File: config.mk
export PLATFORM = sky130hd
export DESIGN_NAME = sky130_fd_io__gdx_handshake_rx
export DESIGN_NICKNAME = d
export VERILOG_FILES = /design/src/rtl/sky130_fd_io__gdx_handshake_rx.sv
export SDC_FILE = /design/constraint.sdc
export NUM_CORES = 1
export LEC_CHECK = 0
export ABC_AREA = 1
export ABC_CLOCK_PERIOD_IN_PS = 1650
export CAP_MARGIN = 10
export CORE_MARGIN = 1.5
export CORE_UTILIZATION = 47
export DETAILED_ROUTE_END_ITERATION = 12
export MAX_ROUTING_LAYER = met4
export PLACE_DENSITY = 0.76
export SLEW_MARGIN = 5
export SYNTH_ARGS = -nofsm -noshare
export SYNTH_HDL_FRONTEND = slang
export SYNTH_SLANG_ARGS = --single-unit
File: constraint.sdc
create_clock -name clk -period 1.65 [get_ports clk]
set_clock_uncertainty 0.1 [all_clocks]
set_input_delay 0.33 -clock clk [delete_from_list [all_inputs] [get_ports clk]]
set_output_delay 0.33 -clock clk [all_outputs]
set_load 0.02 [all_outputs]
File: src/rtl/sky130_fd_io__gdx_handshake_rx.sv
// Receive end of a 2-phase toggle req/ack link between two separately bonded ground domains.
// Synchronizes and deglitches the remote req toggle, presents the word on valid/ready, returns a toggle ack.
module sky130_fd_io__gdx_handshake_rx #(
    parameter int DW          = 8,
    parameter int SYNC_STAGES = 2,
    parameter int DEGLITCH    = 3
) (
`ifdef USE_POWER_PINS
    inout  wire           vccd,
    inout  wire           vssd,
`endif
    input  logic          clk,
    input  logic          rst,
    input  logic          req_tgl_a,
    input  logic [DW-1:0] data_a,
    output logic          ack_tgl,
    output logic [DW-1:0] out_data,
    output logic          out_valid,
    input  logic          out_ready,
    output logic [7:0]    glitch_cnt,
    output logic          proto_err
);

    localparam int              CNT_W   = (DEGLITCH < 2) ? 1 : $clog2(DEGLITCH + 1);
    localparam logic [CNT_W-1:0] CNT_ONE = CNT_W'(1);
    localparam logic [CNT_W-1:0] DEG_MAX = CNT_W'(DEGLITCH);

    localparam logic [1:0] ST_IDLE   = 2'd0;
    localparam logic [1:0] ST_FILTER = 2'd1;
    localparam logic [1:0] ST_HOLD   = 2'd2;

    logic [SYNC_STAGES-1:0] sync_q, sync_d;
    logic [1:0]             state_q, state_d;
    logic [CNT_W-1:0]       cnt_q, cnt_d;
    logic                   req_acc_q, req_acc_d;
    logic                   ack_q, ack_d;
    logic [DW-1:0]          data_q, data_d;
    logic                   valid_q, valid_d;
    logic [7:0]             glitch_q, glitch_d;
    logic                   proto_q, proto_d;
    logic                   req_s;

    assign req_s = sync_q[SYNC_STAGES-1];

    always_comb begin
        sync_d    = {sync_q[SYNC_STAGES-2:0], req_tgl_a};
        state_d   = state_q;
        cnt_d     = cnt_q;
        req_acc_d = req_acc_q;
        ack_d     = ack_q;
        data_d    = data_q;
        valid_d   = valid_q;
        glitch_d  = glitch_q;
        proto_d   = proto_q;

        case (state_q)
            ST_IDLE: begin
                if (req_s != req_acc_q) begin
                    state_d = ST_FILTER;
                    cnt_d   = CNT_ONE;
                end
            end
            ST_FILTER: begin
                // A req that falls back before the window closes is ground bounce, not a request.
                if (req_s == req_acc_q) begin
                    state_d = ST_IDLE;
                    if (glitch_q != 8'hFF) begin
                        glitch_d = glitch_q + 8'd1;
                    end
                end else if (cnt_q == DEG_MAX) begin
                    data_d    = data_a;
                    valid_d   = 1'b1;
                    req_acc_d = req_s;
                    state_d   = ST_HOLD;
                end else begin
                    cnt_d = cnt_q + CNT_ONE;
                end
            end
            ST_HOLD: begin
                if (req_s != req_acc_q) begin
                    proto_d = 1'b1;
                end
                if (valid_q && out_ready) begin
                    valid_d = 1'b0;
                    ack_d   = req_acc_q;
                    state_d = ST_IDLE;
                end
            end
            default: begin
                state_d = ST_IDLE;
            end
        endcase
    end

    always_ff @(posedge clk) begin
        if (rst) begin
            sync_q    <= '0;
            state_q   <= ST_IDLE;
            cnt_q     <= '0;
            req_acc_q <= 1'b0;
            ack_q     <= 1'b0;
            data_q    <= '0;
            valid_q   <= 1'b0;
            glitch_q  <= 8'd0;
            proto_q   <= 1'b0;
        end else begin
            sync_q    <= sync_d;
            state_q   <= state_d;
            cnt_q     <= cnt_d;
            req_acc_q <= req_acc_d;
            ack_q     <= ack_d;
            data_q    <= data_d;
            valid_q   <= valid_d;
            glitch_q  <= glitch_d;
            proto_q   <= proto_d;
        end
    end

    assign ack_tgl    = ack_q;
    assign out_data   = data_q;
    assign out_valid  = valid_q;
    assign glitch_cnt = glitch_q;
    assign proto_err  = proto_q;

endmodule

==> out/results.tsv, run 1 <==
stage	metric	value	unit
status	status	completed	
pwr	seqPwrFrac	0.658	
global_route	grt_usage	0.201	
die	die_w	53.5	µm
setup_path	start_kind	register	
setup_path	required	1220	ps
cells_and_area	fin_area	1560	µm²
synth	synth.distinct_cells	23	
pwr	p_leak	0.710	nW
global_route	gr-max-usage-layer	met2	
place	place_congestion	0.763	
cells_and_area	fin_cells	231	
flow_run	max-cap-violations	0	
setup_path	path_max_fanout	5	
die	core	2450	µm²
sta	rsz0062_at_grt	no	
clock_network	clockBufferDepth	2	
place	post_dp_cell_area	1560	µm²
setup_path	cpPeakStageDelay	430	ps
die	pin_count	31	
setup_path	crit_end	glitch_cnt[7]	
pwr	power.total	0.970	mW
synth	syn_nets	179	
pwr	ir_drop	0.533	mV
die	die_h	53.5	µm
pwr	combPwrFrac	0.069	
clock_network	cts_made_buffers	3	
synth	syn_area	1200	µm²
die	rows	18	
detailed_routing	wl_per_cell	10.6	µm
global_route	grt_pass1_wl	4130	µm
cells_and_area	antenna_cells	0	
clock_network	cts_max_level	1	
global_route	overflow	0	
die	initial_utilization	0.488	
global_route	use_met2	0.374	
sta	hold_viol_final	0	
sta	timing.final.crit_share	0.929	
synth	netlist_instances	165	
cells_and_area	fin_util	0.636	
setup_path	criticalPathCategory	register to output port	
clock_network	ctsHoldBuffers	0	
setup_path	cp.arrival	1100	ps
die	die_area	2860	µm²
pwr	netSwitchingPower	0.216	mW
setup_path	reg2reg_depth	7	
cells_and_area	area_growth	30.2	%
sta	finalSetupTns	0	ps
cells_and_area	drive_gt1_frac	0.124	
sta	max_slew_margin	0.783	
synth	ys_seq_area_frac	0.434	
pwr	clockPowerShare	0.273	
global_route	grt_use_met1	0.216	
sta	worst_slack	117	ps
pwr	p_int	0.754	mW
sta	drv_slew	0	
setup_path	cpMaxStageDelayCell	dfxtp_1	
detailed_routing	vias	1114	
place	dpl.cell_count	228	
global_route	antenna_found_initial	0	
detailed_routing	first_pass_iters	4	
setup_path	cp_num_buf_inv	1	
synth	ys_ff_latch	26	
setup_path	r2r-start	glitch_cnt[1]$_SDFFE_PP0P_	
pwr	netSwitchingFraction	0.222	
place	io_buffers	30	
clock_network	clock_sinks	26	
sta	worst_hold_slack	310	ps
sta	fmax	0.652	GHz
clock_network	insertion_delay	320	ps
synth	synth_area_per_cell	7.26	µm²
clock_network	tritoncts	built	
sta	worst_pin_slew	325	ps
detailed_routing	viasPerCell	4.82	
setup_path	path_delay_family	flip-flops	
setup_path	path_depth	1	
setup_path	cp_cell_sequence	dlygate4sd2_1	
global_route	gr-usage-met3	0.0367	
clock_network	root_buffer	clkbuf_4	
global_route	grt_max_degree	14	
sta	period_minus_slack	1530	ps
setup_path	critPathCaptureType	output port	
place	dp_hpwl	1910	µm
setup_path	cp-startpoint	glitch_cnt[7]$_SDFFE_PP0P_	
synth	synth_warnings	0	
cells_and_area	nets	217	
global_route	grt_pass1_vias	1030	
sta	finalSetupViolations	0	
place	dp_slack	180	ps
detailed_routing	drc	0	
detailed_routing	first_iter_violations	11	
clock_network	path_clk_slew	150	ps
detailed_routing	antenna_left	0	
setup_path	regToRegEndpoint	glitch_cnt[0]$_SDFFE_PP0P_	
setup_path	reg2reg_setup_slack	200	ps
pwr	power_density	622	nW/µm²
worst_hold_path	hp-class	register to register	
detailed_routing	wl	2460	µm
-- registers in the layout (all words and copies together), names as in the netlist --
signal / flops
cnt_q: 2
req_acc_q: 1
proto_err: 1
glitch_cnt: 8
sync_q: 2
ack_tgl: 1
out_valid: 1
state_q: 2
out_data: 8
-- layer usage --
metal  vias up  share of wire
li1        586              -
met1       505           0.46
met2        21           0.50
met3         2          0.035
met4         0         0.0053
met5         -              0
-- synthesized netlist by cell type (all sizes together) --
| master | n | area [µm²] |
|---|---|---|
| a21oi | 10 | 50.1 |
| buf | 1 | 11.3 |
| clkbuf | 2 | 8.75 |
| dfxtp | 26 | 521 |
| ha | 2 | 25.0 |
| inv | 20 | 75.1 |
| nand2 | 36 | 158 |
| nand3 | 10 | 60.1 |
| nand4 | 1 | 6.26 |
| nor2 | 41 | 190 |
| o211ai | 1 | 7.51 |
| o21ai | 12 | 60.1 |
| xnor2 | 1 | 8.76 |
| xor2 | 2 | 17.5 |
-- final cells by class --
type | count | area (µm²)
well taps | 30 | 37.5
flip-flops and latches | 26 | 520
multi-input cells | 116 | 583
inverters | 20 | 75.1
fillers | 250 | 895
clock buffers | 3 | 22.5
repair buffers | 36 | 322
-- what timing repair did --
item | in CTS | in global routing
gates resized for setup | 19 | 0
buffers inserted | 0 | 0
endpoints found under the setup margin | 19 | 0
hold endpoints to repair | 0 | 0
-- worst min path at each step --
stage	startpoint	endpoint	cells past startpoint	slack, ps
floorplan	sync_q[0]$_SDFF_PP0_	sync_q[1]$_SDFF_PP0_	2	290
global placement	sync_q[0]$_SDFF_PP0_	sync_q[1]$_SDFF_PP0_	2	290
detailed placement	sync_q[0]$_SDFF_PP0_	sync_q[1]$_SDFF_PP0_	2	290
CTS	sync_q[0]$_SDFF_PP0_	sync_q[1]$_SDFF_PP0_	2	310
global route	sync_q[0]$_SDFF_PP0_	sync_q[1]$_SDFF_PP0_	2	340
finish	sync_q[0]$_SDFF_PP0_	sync_q[1]$_SDFF_PP0_	2	310
-- power groups by stage --
stage	clock, mW	combinational, mW	sequential, mW
floorplan	0	0.0289	0.653
global placement	0	0.0666	0.652
detailed placement	0	0.0681	0.652
CTS	0.272	0.0672	0.639
global route	0.295	0.0741	0.640
finish	0.265	0.0668	0.639
-- cells in the final DEF, fill, tap and decap left out, drive strengths merged --
master          n
a21oi          10
buf             6
clkbuf          3
clkdlybuf4s50  11
dfxtp          26
dlygate4sd2    19
ha              2
inv            20
nand2          36
nand3          10
nand4           1
nor2           41
o211ai          1
o21ai          12
xnor2           1
xor2            2
-- logic make-up (layout without fill, tap and decap cells) --
kind of cell / after synthesis / after routing / synth area share
and+or+nand+nor: 88 / 88 / 0.346
DFF: 26 / 26 / 0.434
AOI/OAI and AO/OA: 23 / 23 / 0.0981
buffers and inverters: 23 / 59 / 0.0793
xor gates and xnor gates: 3 / 3 / 0.0219
adders and majority gates: 2 / 2 / 0.0209
Power figures use the tool's default switching activity.
==> run 2: changes to the inputs <==
CTS_CLUSTER_SIZE = 8   (was not set)
==> results of run 2 <==
Same layout as run 1: the final DEF is identical, and so are final timing and power.
